File: config.mk
export PLATFORM = sky130hd
export DESIGN_NAME = unified_mem_ctrl_flat
export DESIGN_NICKNAME = d
export VERILOG_FILES = /design/src/rtl/mem_ctrl_pkg.sv /design/src/rtl/unified_mem_ctrl_if.sv /design/src/rtl/fetch_buf.sv /design/src/rtl/unified_mem_ctrl.sv /design/src/flat_wrapper.sv
export SDC_FILE = /design/constraint.sdc
export NUM_CORES = 1
export LEC_CHECK = 0
export BUFFER_PORTS_ARGS = -buffer_cell sky130_fd_sc_hd__buf_2
export CAP_MARGIN = 20
export CORE_MARGIN = 1
export CORE_UTILIZATION = 35
export CTS_BUF_LIST = sky130_fd_sc_hd__clkbuf_4 sky130_fd_sc_hd__clkbuf_8 sky130_fd_sc_hd__clkbuf_16
export DETAILED_ROUTE_END_ITERATION = 8
export SYNTH_ARGS = -nofsm -noshare
export SYNTH_HDL_FRONTEND = slang
export SYNTH_SLANG_ARGS = --single-unit
File: constraint.sdc
create_clock -name clk -period 2.85 [get_ports clk]
set_clock_uncertainty 0.15 [all_clocks]
set_input_delay 0.57 -clock clk [delete_from_list [all_inputs] [get_ports clk]]
set_output_delay 0.57 -clock clk [all_outputs]
set_load 0.01 [all_outputs]
File: src/rtl/mem_ctrl_pkg.sv
`default_nettype none
// ============================================================================
// Module      : mem_ctrl_pkg
// Description : Shared definitions for the unified memory controller: bus
//               widths and the controller state encoding.
// Revision    : 1.0 - initial release
// ============================================================================
package mem_ctrl_pkg;

    localparam int ADDR_W = 16;
    localparam int DATA_W = 16;

    typedef enum logic [1:0] {
        IDLE  = 2'd0,
        D_ACC = 2'd1,
        I_ACC = 2'd2,
        DONE  = 2'd3
    } state_t;

endpackage
`default_nettype wire

File: src/rtl/unified_mem_ctrl_if.sv
`default_nettype none
// ============================================================================
// Module      : unified_mem_ctrl_if
// Description : Bus bundle for the unified memory controller. Carries the CPU
//               request/response signals and the backing-memory strobe bus.
//               master : controller view (serves the CPU, drives the memory)
//               slave  : environment view (CPU + backing memory)
// Signals     : i_fetch, i_addr, re, we, d_addr, wrt_data  (CPU requests)
//               instr, rd_data, ready                      (CPU responses)
//               mem_addr, mem_wdata, mem_re, mem_we        (memory command)
//               mem_rdata, mem_valid                       (memory response)
// Revision    : 1.0 - initial release
// ============================================================================
interface unified_mem_ctrl_if;
    import mem_ctrl_pkg::*;

    logic              i_fetch;
    logic [ADDR_W-1:0] i_addr;
    logic              re;
    logic              we;
    logic [ADDR_W-1:0] d_addr;
    logic [DATA_W-1:0] wrt_data;
    logic [DATA_W-1:0] instr;
    logic [DATA_W-1:0] rd_data;
    logic              ready;

    logic [ADDR_W-1:0] mem_addr;
    logic [DATA_W-1:0] mem_wdata;
    logic              mem_re;
    logic              mem_we;
    logic [DATA_W-1:0] mem_rdata;
    logic              mem_valid;

    modport master (
        input  i_fetch, i_addr, re, we, d_addr, wrt_data,
        output instr, rd_data, ready,
        output mem_addr, mem_wdata, mem_re, mem_we,
        input  mem_rdata, mem_valid
    );

    modport slave (
        output i_fetch, i_addr, re, we, d_addr, wrt_data,
        input  instr, rd_data, ready,
        input  mem_addr, mem_wdata, mem_re, mem_we,
        output mem_rdata, mem_valid
    );

endinterface
`default_nettype wire

File: src/rtl/fetch_buf.sv
`default_nettype none
// ============================================================================
// Module      : fetch_buf
// Description : Single-entry instruction fetch buffer (tag, valid, data).
//               Reports a hit for lookup_addr; a matching write invalidates the
//               entry, and the hit output already reflects that invalidation
//               in the same cycle.
// Ports       : clk, rst_n               - clock, async active-low reset
//               lookup_addr              - address compared against the tag
//               load, load_addr/load_data - fill the entry
//               inval, inval_addr        - completed write for coherence
//               hit, data                - lookup result and stored word
// Revision    : 1.0 - initial release
// ============================================================================
module fetch_buf
    import mem_ctrl_pkg::*;
(
    input  logic              clk,
    input  logic              rst_n,
    input  logic [ADDR_W-1:0] lookup_addr,
    input  logic              load,
    input  logic [ADDR_W-1:0] load_addr,
    input  logic [DATA_W-1:0] load_data,
    input  logic              inval,
    input  logic [ADDR_W-1:0] inval_addr,
    output logic              hit,
    output logic [DATA_W-1:0] data
);

    logic              valid;
    logic [ADDR_W-1:0] tag;
    logic [DATA_W-1:0] data_q;
    logic              inval_match;

    assign inval_match = inval & valid & (inval_addr == tag);

    // Masking with inval_match lets the controller decide on a refetch in the
    // same cycle the write to the buffered address completes.
    assign hit  = valid & ~inval_match & (tag == lookup_addr);
    assign data = data_q;

    always_ff @(posedge clk or negedge rst_n) begin
        if (!rst_n) begin
            valid  <= 1'b0;
            tag    <= '0;
            data_q <= '0;
        end else if (load) begin
            valid  <= 1'b1;
            tag    <= load_addr;
            data_q <= load_data;
        end else if (inval_match) begin
            valid  <= 1'b0;
        end
    end

endmodule
`default_nettype wire

File: src/rtl/unified_mem_ctrl.sv
`default_nettype none
// ============================================================================
// Module      : unified_mem_ctrl
// Description : Arbitrates CPU data accesses and instruction fetches onto one
//               backing memory. Data access goes first, then an instruction
//               fetch on a buffer miss, then a one-cycle DONE with ready high.
//               Pure buffer hits complete in IDLE with no added cycles.
// Ports       : clk   - rising-edge clock
//               rst_n - asynchronous active-low reset
//               bus   - CPU request/response and backing-memory bus
// Revision    : 1.0 - initial release
// ============================================================================
module unified_mem_ctrl
    import mem_ctrl_pkg::*;
(
    input  logic               clk,
    input  logic               rst_n,
    unified_mem_ctrl_if.master bus
);

    state_t            state;
    state_t            state_nxt;

    logic              hit;
    logic [DATA_W-1:0] buf_data;
    logic              data_req;
    logic              fetch_miss;
    logic              wr_done;
    logic              rd_done;
    logic              fill;

    logic [DATA_W-1:0] instr_q;
    logic [DATA_W-1:0] rd_q;

    logic              ready_c;
    logic              mem_re_c;
    logic              mem_we_c;
    logic [ADDR_W-1:0] mem_addr_c;
    logic [DATA_W-1:0] mem_wdata_c;

    assign data_req   = bus.re | bus.we;
    assign fetch_miss = bus.i_fetch & ~hit;
    // Write wins when re and we are both high, so a read completes only with we low.
    assign wr_done    = (state == D_ACC) & bus.we & bus.mem_valid;
    assign rd_done    = (state == D_ACC) & ~bus.we & bus.mem_valid;
    assign fill       = (state == I_ACC) & bus.mem_valid;

    fetch_buf u_fetch_buf (
        .clk         (clk),
        .rst_n       (rst_n),
        .lookup_addr (bus.i_addr),
        .load        (fill),
        .load_addr   (bus.i_addr),
        .load_data   (bus.mem_rdata),
        .inval       (wr_done),
        .inval_addr  (bus.d_addr),
        .hit         (hit),
        .data        (buf_data)
    );

    always_ff @(posedge clk or negedge rst_n) begin
        if (!rst_n) begin
            state <= IDLE;
        end else begin
            state <= state_nxt;
        end
    end

    // Strobes and address are decoded straight from state, so reset drops
    // them immediately and a late mem_valid finds the FSM in IDLE.
    always_comb begin
        state_nxt   = state;
        ready_c     = 1'b0;
        mem_re_c    = 1'b0;
        mem_we_c    = 1'b0;
        mem_addr_c  = '0;
        mem_wdata_c = '0;
        case (state)
            IDLE: begin
                ready_c = ~(data_req | fetch_miss);
                if (data_req) begin
                    state_nxt = D_ACC;
                end else if (fetch_miss) begin
                    state_nxt = I_ACC;
                end
            end
            D_ACC: begin
                mem_addr_c = bus.d_addr;
                if (bus.we) begin
                    mem_we_c    = 1'b1;
                    mem_wdata_c = bus.wrt_data;
                end else begin
                    mem_re_c    = 1'b1;
                end
                if (bus.mem_valid) begin
                    state_nxt = fetch_miss ? I_ACC : DONE;
                end
            end
            I_ACC: begin
                mem_addr_c = bus.i_addr;
                mem_re_c   = 1'b1;
                if (bus.mem_valid) begin
                    state_nxt = DONE;
                end
            end
            DONE: begin
                ready_c   = 1'b1;
                state_nxt = IDLE;
            end
            default: begin
                state_nxt = IDLE;
            end
        endcase
    end

    always_ff @(posedge clk or negedge rst_n) begin
        if (!rst_n) begin
            instr_q <= '0;
            rd_q    <= '0;
        end else begin
            if (rd_done) begin
                rd_q <= bus.mem_rdata;
            end
            if (fill) begin
                instr_q <= bus.mem_rdata;
            end else if ((state == IDLE) && bus.i_fetch && hit) begin
                // Keep the held value in step with hits served from the buffer.
                instr_q <= buf_data;
            end
        end
    end

    assign bus.instr     = (bus.i_fetch & hit) ? buf_data : instr_q;
    assign bus.rd_data   = rd_q;
    assign bus.ready     = ready_c;
    assign bus.mem_re    = mem_re_c;
    assign bus.mem_we    = mem_we_c;
    assign bus.mem_addr  = mem_addr_c;
    assign bus.mem_wdata = mem_wdata_c;

endmodule
`default_nettype wire

File: src/flat_wrapper.sv
// flat-port wrapper written by rule: the top's interface ports become plain ports
module unified_mem_ctrl_flat import mem_ctrl_pkg::*;
  (clk, rst_n, bus_i_fetch, bus_i_addr, bus_re, bus_we, bus_d_addr, bus_wrt_data, bus_instr, bus_rd_data, bus_ready, bus_mem_addr, bus_mem_wdata, bus_mem_re, bus_mem_we, bus_mem_rdata, bus_mem_valid);
  unified_mem_ctrl_if bus_i ();
  input  logic clk;
  input  logic rst_n;
  input wire logic [$bits(bus_i.i_fetch)-1:0] bus_i_fetch;
  input wire logic [$bits(bus_i.i_addr)-1:0] bus_i_addr;
  input wire logic [$bits(bus_i.re)-1:0] bus_re;
  input wire logic [$bits(bus_i.we)-1:0] bus_we;
  input wire logic [$bits(bus_i.d_addr)-1:0] bus_d_addr;
  input wire logic [$bits(bus_i.wrt_data)-1:0] bus_wrt_data;
  output wire logic [$bits(bus_i.instr)-1:0] bus_instr;
  output wire logic [$bits(bus_i.rd_data)-1:0] bus_rd_data;
  output wire logic [$bits(bus_i.ready)-1:0] bus_ready;
  output wire logic [$bits(bus_i.mem_addr)-1:0] bus_mem_addr;
  output wire logic [$bits(bus_i.mem_wdata)-1:0] bus_mem_wdata;
  output wire logic [$bits(bus_i.mem_re)-1:0] bus_mem_re;
  output wire logic [$bits(bus_i.mem_we)-1:0] bus_mem_we;
  input wire logic [$bits(bus_i.mem_rdata)-1:0] bus_mem_rdata;
  input wire logic [$bits(bus_i.mem_valid)-1:0] bus_mem_valid;
  assign bus_i.i_fetch = bus_i_fetch;
  assign bus_i.i_addr = bus_i_addr;
  assign bus_i.re = bus_re;
  assign bus_i.we = bus_we;
  assign bus_i.d_addr = bus_d_addr;
  assign bus_i.wrt_data = bus_wrt_data;
  assign bus_instr = bus_i.instr;
  assign bus_rd_data = bus_i.rd_data;
  assign bus_ready = bus_i.ready;
  assign bus_mem_addr = bus_i.mem_addr;
  assign bus_mem_wdata = bus_i.mem_wdata;
  assign bus_mem_re = bus_i.mem_re;
  assign bus_mem_we = bus_i.mem_we;
  assign bus_i.mem_rdata = bus_mem_rdata;
  assign bus_i.mem_valid = bus_mem_valid;
  unified_mem_ctrl u_core (.clk(clk), .rst_n(rst_n), .bus(bus_i));
endmodule
==> reports/metrics.cfg, run 1 <==
[synth]
synth_edf_count=0
seq_area_frac_synth_pct=46.7
yosysUniqueCellTypes=32
synth_ff_type=dfrtp_1
synth_warnings=0
synthesis.area_um2=3590
synthCells=292
ys_ff_latch=67
async_flop_share_pct=100
synth_area_per_cell_um2=12.3
synthesis.nets=367

[drt]
routed_wl_um=9090
drtIter0Drc=54
vias_per_cell=4.89
wl_per_cell_um=15.5
drtAntennaViolNets=0
firstDrtPassIters=4
drc=0
num_vias=2874

[cells_and_area]
syn_to_final_growth_pct=39.0
n_antenna_cell=0
postLayoutCellArea_um2=4990
num-fill-cells=895
seqCellArea_um2=1680
multi_input_area_um2=1860
drive_gt1_share_pct=58.9
fin_nets=526

[clock_network]
tritoncts=yes
clk_latency_ps=340
cts_root_buffer=clkbuf_8
htreeDepth=3
cts_buffers=9
clkTransAtPathRegs_ps=80
cts.sinks=67
clockBufferDepth=2

[setup_path]
reg2reg_slack_ps=100
crit_type=reg2out
worstPathRequired_ps=2130
arrival_ps=2380
end_kind=output port
start_kind=flop
critPathMaxFanout=16

[place]
place_ws_ps=-267
dp_hpwl_um=6310
place_area_um2=4570
port_buffers=136
gp_congestion=0.824

[timing]
fin_crit_ps=3100
drv_slew=0
rsz0062_at_grt=true
relSlewSlack_pct=43.8
timing.final.crit_share_pct=109
max_clock_freq_ghz=0.323
fin_ws_ps=-249
tightestPinTransition_ps=841
setup_viol=17
fin_hold_ws_ps=70.4
finalHoldViolCount=0

[floorplanning]
dieArea_um2=10700
ios=137
initial_utilization_pct=36.4
core-area_um2=9860
die_x_um=103
rows=36
die_height_um=103

[global_routing]
grt_pass1_wl_um=13600
grt_max_degree=68
antenna_found_initial=0
overflow=0
grt_use_total_pct=17.2
first_global_vias=2678

[power]
cellLeakagePower_nw=2.48
internal_power_mw=3.45
netSwitchingFraction_pct=35.5
switching_power_mw=1.90
power_frac_seq_pct=32.3
finalPower_mw=5.35
ir_drop_v=0.000477
combPwrFrac_pct=49.8
power_density_nw_per_um2=1070
clkPwrFrac_pct=17.9

[outcome]
violations=negative setup slack
outcome=finished, violations left

[job]
drv_cap=0

[worst_hold_path]
hp-class=in2async

-- stage by stage --
stage,cells,TNS (ps),util (%)
2_1_floorplan,292,0,-
3_3_place_gp,568,-4080,46.4
3_5_place_dp,568,-4080,46.4
4_1_cts,587,-4040,50.3
5_1_grt,588,-5940,50.6
6_report,588,-3900,50.6
-- state kept, by name, indices dropped and copies added, names as in the netlist --
| signal | count |
|---|---|
| u_core.u_fetch_buf.tag | 16 |
| u_core.u_fetch_buf.valid | 1 |
| u_core.instr_q | 16 |
| u_core.bus.rd_data | 16 |
| u_core.u_fetch_buf.data | 16 |
| u_core.state | 2 |
-- area by class of cell --
cell class | count | area share, %
Tap cell | 133 | 3.34
Timing Repair Buffer | 162 | 20.6
Clock inverter | 6 | 2.31
Multi-Input combinational cell | 206 | 37.2
Clock buffer | 9 | 2.48
Inverter | 5 | 0.376
Sequential cell | 67 | 33.6
-- cell usage after synthesis (2+ instances only) --
| cell | count | area, um2 |
|---|---|---|
| dfrtp_1 | 67 | 1680 |
| ha_1 | 5 | 62.6 |
| clkbuf_1 | 9 | 33.8 |
| mux2_4 | 10 | 150 |
| a21oi_1 | 3 | 15.0 |
| nor4_1 | 3 | 18.8 |
| a22oi_1 | 16 | 120 |
| and3_1 | 16 | 100 |
| nand3_1 | 3 | 15.0 |
| o21ai_0 | 2 | 10.0 |
| nor3_1 | 2 | 10.0 |
| buf_6 | 2 | 22.5 |
| buf_1 | 2 | 7.51 |
| nand4_1 | 2 | 12.5 |
| mux2_2 | 71 | 800 |
| nand2_1 | 10 | 37.5 |
| and2_1 | 2 | 12.5 |
| inv_1 | 4 | 15.0 |
| xnor2_1 | 13 | 114 |
| xor2_1 | 19 | 166 |
| nor2_1 | 20 | 75.1 |
-- worst max-delay path: stages, from the launching register on --
cell	delay, ps
dfrtp_1	390
buf_4	150
xnor2_2	170
nand3_1	150
nor3_2	220
buf_4	150
a211oi_4	60
nand2_2	90
buf_12	160
mux2_2	360
buf_6	120
-- per-layer routing --
metal / global-route usage (%) / up-vias / wire length [um]
met4: 6.28 / 0 / 112
li1: - / 1356 / -
met1: 21.5 / 1398 / 4020
met3: 3.83 / 9 / 548
met5: 0 / - / 0
met2: 29.1 / 111 / 4410
-- timing repair --
item	CTS	global route
pin swaps	6	4
gates resized for setup	21	3
hold buffers	0	0
gates cloned	0	0
hold endpoints to repair	0	0
buffers inserted	5	1
endpoints found under the setup margin	17	17
-- cell usage in the layout (no fill, tap or decap), types with 3 or more instances in the layout --
cell / instances
ha_1: 5
nand3_1: 3
buf_2: 120
buf_12: 4
a22oi_1: 16
buf_4: 21
mux2_4: 10
nor2_1: 20
nand2_1: 10
buf_6: 17
and3_1: 16
nor4_2: 3
dfrtp_1: 67
mux2_2: 71
xnor2_1: 12
xor2_1: 19
inv_1: 4
bufinv_16: 3
clkbuf_8: 9
-- cells by family after synthesis --
| logic type | Yosys count | share of synthesized area, % |
|---|---|---|
| flops | 67 | 46.7 |
| mux | 81 | 26.5 |
| buf+inv | 19 | 2.44 |
| fa+ha+maj | 5 | 1.74 |
| compound gates | 26 | 6.03 |
| xor+xnor | 32 | 7.81 |
| simple gates | 62 | 8.79 |
-- path summary, 6_finish.rpt --
check	startpoint	end	depth (start not counted)
worst max-delay path	u_core.u_fetch_buf.tag[1]	bus_instr[14]	10
worst min-delay path	rst_n	u_core.bus.rd_data[8]	2
worst max register to register	u_core.u_fetch_buf.tag[1]	u_core.instr_q[3]	12
worst min register to register	u_core.u_fetch_buf.valid	u_core.u_fetch_buf.valid	2
max in group asynchronous	rst_n	u_core.u_fetch_buf.tag[14]	2
min in group clk	bus_mem_rdata[8]	u_core.bus.rd_data[8]	2
-- power groups by stage --
stage          Sequential [mW]  Clock (mW)  Combinational [mW]
3_3_place_gp              1.74           0                2.41
5_1_grt                   1.80        1.02                2.92
2_1_floorplan             1.74           0                1.58
4_1_cts                   1.73       0.988                2.67
3_5_place_dp              1.74           0                2.47
6_report                  1.73       0.956                2.66
No activity file was read; power rests on OpenSTA's default activity.
==> inputs of run 2 (changes only) <==
- CORE_MARGIN: 1 -> not set
- CORE_UTILIZATION: 35 -> 49
- PLACE_DENSITY: not set -> 0.8
==> run 2 against run 1 <==
The run still ends with negative setup slack left. Total power fell by 0.68%. First-iteration DRC count increased by 140%. Hold slack better by 49 ps. Non-clock buffer count stayed put. Clock power rose by 1%. Sequential share of layout area increased by 0.42 points. Register-to-register slack better by 270 ps. Final area decreased by 1.2%. Global-route usage rose by 6.5 points. Critical path depth decreased by 1. Largest cell class unchanged. Highest routed layer unchanged.
==> reports/metrics.cfg, run 2 (same netlist as run 1, synthesis figures left out) <==
[outcome]
outcome=finished, violations left  ; unchanged
violations=negative setup slack  ; unchanged

[clock_network]
clk_latency_ps=340  ; about the same
cts.sinks=67  ; unchanged
clockBufferDepth=2  ; unchanged
tritoncts=yes  ; unchanged
htreeDepth=3  ; unchanged
clkTransAtPathRegs_ps=80  ; about the same
cts_buffers=9  ; unchanged
cts_root_buffer=clkbuf_8  ; unchanged
hold_buffers=0  ; unchanged

[cells_and_area]
final_cell_mix=122 x buf_2, 70 x mux2_2, 67 x dfrtp_1  ; was 120 x buf_2, 71 x mux2_2, 67 x dfrtp_1
n_antenna_cell=0  ; unchanged
layout_commonest_cell=buf_2  ; unchanged
finish.utilization_pct=70.9  ; was 50.6%
syn_to_final_growth_pct=37.3  ; was 39.0%
drive_gt1_share_pct=58.8  ; was 58.9%
fin_nets=526  ; unchanged

[drt]
num_vias=2844  ; was 2874
drtIter0Drc=131  ; was 54
routed_wl_um=8610  ; was 9090 um
firstDrtPassIters=4  ; unchanged
drtAntennaViolNets=0  ; unchanged
vias_per_cell=5.15  ; was 4.89
wl_per_cell_um=15.6  ; was 15.5 um
drc=0  ; unchanged

[floorplanning]
core-area_um2=6940  ; was 9860 um2
ios=137  ; unchanged
rows=30  ; was 36
initial_utilization_pct=51.7  ; was 36.4%
die_x_um=87.6  ; was 103 um
die_height_um=87.6  ; was 103 um
dieArea_um2=7670  ; was 10700 um2

[place]
gp_congestion=0.776  ; was 0.824
port_buffers=136  ; unchanged
place_ws_ps=-219  ; was -267 ps
dp_hpwl_um=6260  ; was 6310 um

[power]
ir_drop_v=0.000618  ; was 0.000477 V
cellLeakagePower_nw=2.48  ; about the same
power_density_nw_per_um2=1080  ; was 1070 nW/um2

[timing]
timing.final.crit_share_pct=108  ; was 109%
fin_ws_ps=-228  ; was -249 ps
relSlewSlack_pct=52.8  ; was 43.8%
max_clock_freq_ghz=0.325  ; was 0.323 GHz
tightestPinTransition_ps=709  ; was 841 ps
rsz0062_at_grt=true  ; unchanged
drv_slew=0  ; unchanged
setup_viol=17  ; unchanged
finalHoldViolCount=0  ; unchanged
fin_crit_ps=3080  ; was 3100 ps

[setup_path]
worstPathRequired_ps=2130  ; about the same
reg2reg_slack_ps=370  ; was 100 ps
worstReg2RegEnd=u_core.instr_q[1]  ; was u_core.instr_q[3]
end_kind=output port  ; unchanged
crit_start=u_core.state[1]  ; was u_core.u_fetch_buf.tag[1]
worstRegToRegCells=8  ; was 12
arrival_ps=2360  ; was 2380 ps
crit_type=reg2out  ; unchanged
critPathMaxFanout=8  ; was 16
r2r-start=u_core.u_fetch_buf.tag[10]  ; was u_core.u_fetch_buf.tag[1]
start_kind=flop  ; unchanged

[global_routing]
grt_use_total_pct=23.7  ; was 17.2%
grt_pass1_wl_um=13600  ; about the same
antenna_found_initial=0  ; unchanged
first_global_vias=2885  ; was 2678
grt_max_degree=40  ; was 68
overflow=0  ; unchanged

[job]
drv_cap=0  ; unchanged

[worst_hold_path]
hp-class=in2async  ; unchanged

run 2: report_power, final:
part | switching [mW] | internal, mW | leakage [nW] | total, mW
clock network | 0.378 | 0.592 | 0.116 | 0.970
registers | 0.302 | 1.43 | 0.797 | 1.73
logic | 1.21 | 1.40 | 1.56 | 2.61
run 2: timing repair:
| item | 4_1_cts | 5_1_grt |
|---|---|---|
| pin swaps | 10 | 2 |
| buffers inserted | 4 | 1 |
| setup endpoints to repair | 17 | 30 |
| gates cloned | 0 | 0 |
| resized for setup | 16 | 4 |
run 2: critical path, cell delays in order, from the launching register on:
cell and delay [ps]:
dfrtp_1 350, inv_1 90, ha_1 200, and2_1 170, and4_4 210, a211oi_4 270
nand2_2 140, buf_12 160, mux2_4 310, buf_6 120
run 2: per-stage QoR:
step | std cells | hold slack (ps) | setup TNS [ps] | cell area, um2 | power [mW]
floorplan | 292 | 124 | 0 | 3590 | 3.32
global placement | 531 | 308 | -3050 | 4530 | 4.04
detailed placement | 531 | 335 | -3200 | 4530 | 4.13
CTS | 551 | 138 | -3890 | 4900 | 5.30
global route | 552 | 171 | -5010 | 4930 | 5.66
finish | 552 | 120 | -3290 | 4930 | 5.31
run 2: per-layer routing:
layer / global-route usage (%) / routed length [um] / up-vias
li1: - / - / 1354
met5: 0 / 0 / -
met2: 42.0 / 4410 / 101
met4: 8.05 / 102 / 0
met3: 4.34 / 410 / 7
met1: 29.2 / 3690 / 1382
run 2: worst max-delay path by stage:
stage / slack, ps / cells after the start / end
detailed placement: -220 / 9 / bus_instr[6]
global placement: -190 / 9 / bus_instr[1]
CTS: -260 / 8 / bus_instr[6]
floorplan: 20 / 9 / bus_instr[10]
finish: -230 / 9 / bus_instr[6]
global route: -320 / 8 / bus_instr[6]
run 2: area by class of cell:
type,count,area (um2)
inverter,5,22.5
timing repair buffer,162,1010
fill,496,2020
clock buffer,10,131
clock inverter,6,114
multi-input combinational,206,1850
tap,96,120
sequential,67,1680
==> inputs of run 3 (changes only) <==
- CORE_ASPECT_RATIO: not set -> 2
==> run 3 against run 2 <==
The run still ends with negative setup slack left. Register-to-register slack lost 170 ps. Non-clock buffer count decreased by 6. Critical path depth unchanged. Maximum frequency rose by 0.74%. Critical endpoint is now bus_instr[0]. Flip-flop and latch count is the same. First-iteration DRC count is 32% lower.
==> reports/metrics.cfg, run 3 (same netlist as run 1, synthesis figures left out) <==
[setup_path]
critPathMaxFanout=16  ; was 8
end_kind=output port  ; unchanged
worstRegToRegCells=10  ; was 8
crit_type=reg2out  ; unchanged
worstPathRequired_ps=2130  ; about the same
arrival_ps=2340  ; was 2360 ps
start_kind=flop  ; unchanged

[global_routing]
grt_max_degree=37  ; was 40
first_global_vias=2992  ; was 2885
grt_pass1_wl_um=14500  ; was 13600 um
grt_use_total_pct=25.1  ; was 23.7%
overflow=0  ; unchanged
antenna_found_initial=0  ; unchanged

[cells_and_area]
layout_commonest_cell=buf_2  ; unchanged
fin_nets=520  ; was 526
finish.utilization_pct=69.8  ; was 70.9%
seqCellArea_um2=1680  ; unchanged
syn_to_final_growth_pct=36.0  ; was 37.3%
num-fill-cells=556  ; was 496
n_antenna_cell=0  ; unchanged
final_cell_mix=121 x buf_2, 71 x mux2_2, 67 x dfrtp_1  ; was 122 x buf_2, 70 x mux2_2, 67 x dfrtp_1
postLayoutCellArea_um2=4880  ; was 4930 um2
drive_gt1_share_pct=57.9  ; was 58.8%
multi_input_area_um2=1840  ; was 1850 um2

[drt]
drtIter0Drc=89  ; was 131
routed_wl_um=9110  ; was 8610 um
num_vias=2861  ; was 2844
vias_per_cell=5.31  ; was 5.15
drc=0  ; unchanged
firstDrtPassIters=4  ; unchanged
wl_per_cell_um=16.9  ; was 15.6 um
drtAntennaViolNets=0  ; unchanged

[floorplanning]
initial_utilization_pct=51.3  ; was 51.7%
die_height_um=123  ; was 87.6 um
ios=137  ; unchanged
die_x_um=62.5  ; was 87.6 um
rows=43  ; was 30
dieArea_um2=7690  ; was 7670 um2
core-area_um2=6990  ; was 6940 um2

[worst_hold_path]
hp-class=in2async  ; unchanged

[power]
switching_power_mw=1.92  ; was 1.88 mW
combPwrFrac_pct=47.6  ; was 49.1%
power_density_nw_per_um2=1100  ; was 1080 nW/um2
internal_power_mw=3.47  ; was 3.43 mW
clkPwrFrac_pct=19.7  ; was 18.3%
ir_drop_v=0.000800  ; was 0.000618 V
cellLeakagePower_nw=2.46  ; was 2.48 nW
power_frac_seq_pct=32.8  ; was 32.7%
netSwitchingFraction_pct=35.6  ; was 35.5%

[place]
gp_congestion=0.769  ; was 0.776
port_buffers=136  ; unchanged
dp_hpwl_um=6820  ; was 6260 um
place_ws_ps=-171  ; was -219 ps
place_area_um2=4480  ; was 4530 um2

[job]
drv_cap=0  ; unchanged

[timing]
relSlewSlack_pct=49.0  ; was 52.8%
timing.final.crit_share_pct=107  ; was 108%
fin_ws_ps=-205  ; was -228 ps
setup_viol=16  ; was 17
max_clock_freq_ghz=0.327  ; was 0.325 GHz
drv_slew=0  ; unchanged
rsz0062_at_grt=true  ; unchanged
fin_crit_ps=3060  ; was 3080 ps
tightestPinTransition_ps=763  ; was 709 ps
finalHoldViolCount=0  ; unchanged

[clock_network]
cts.sinks=67  ; unchanged
cts_root_buffer=clkbuf_16  ; was clkbuf_8
clkTransAtPathRegs_ps=50  ; was 80 ps
htreeDepth=3  ; unchanged
clockBufferDepth=2  ; unchanged
tritoncts=yes  ; unchanged
cts_buffers=9  ; unchanged
clk_latency_ps=330  ; was 340 ps

[outcome]
violations=negative setup slack  ; unchanged
outcome=finished, violations left  ; unchanged

## run 3: cell count changes in the layout (fill, tap and decap cells not counted), moves of 4 or more
| cell | change |
|---|---|
| clkbuf_16 | +9 |
| clkbuf_8 | -9 |
| buf_4 | -4 |
| clkinv_2 | +4 |
## run 3: power groups by stage
stage | combinational (mW) | sequential (mW) | clock [mW]
after floorplan | 1.58 | 1.74 | 0
after global placement | 2.31 | 1.74 | 0
after detailed placement | 2.41 | 1.77 | 0
after CTS | 2.47 | 1.76 | 1.08
after global routing | 2.79 | 1.82 | 1.12
final | 2.56 | 1.76 | 1.06
## run 3: worst max-delay path, cell delays in order (launching register included)
cell      delay [ps]
dfrtp_1          410
xor2_1           170
nor4_1           260
buf_4            150
and4_4           230
a211oi_4          60
nand2_2           80
buf_12           160
mux2_2           360
buf_6            120
## run 3: area by class of cell
class,instances,area share (%)
multi-input cells,206,37.6
clock inverters,6,1.18
well taps,90,2.31
inverters,5,0.462
flip-flops and latches,67,34.4
repair buffers,156,19.5
clock buffers,9,4.62
## run 3: final timing paths
check	to	slack (ps)	from
max	bus_instr[0]	-210	u_core.u_fetch_buf.tag[9]
min	u_core.u_fetch_buf.data[12]	80	rst_n
max reg2reg	u_core.instr_q[2]	200	u_core.u_fetch_buf.tag[9]
min reg2reg	u_core.u_fetch_buf.valid	330	u_core.u_fetch_buf.valid
max in group asynchronous	u_core.bus.rd_data[12]	1710	rst_n
min in group clk	u_core.u_fetch_buf.valid	330	u_core.u_fetch_buf.valid
## run 3: stage by stage
stage	TNS [ps]	hold slack [ps]	power [mW]	cells
finish	-3090	78.9	5.38	539
CTS	-3690	88.1	5.31	540
global route	-4760	114	5.73	539
floorplan	0	124	3.32	292
global placement	-2660	310	4.05	523
detailed placement	-2540	316	4.17	523
## run 3: routing by layer
metal  vias up  GRT usage [%]  routed length, um
li1       1348              -                  -
met3        15           5.35                381
met5         -              0                  0
met2        93           49.0               5310
met4         0           10.8                187
met1      1405           24.9               3230
## run 3: what timing repair did
| action | CTS | global route |
|---|---|---|
| resized for setup | 9 | 12 |
| pin swaps | 1 | 6 |
| buffers inserted | 2 | 0 |
| hold buffers | 0 | 0 |
| setup endpoints to repair | 17 | 22 |
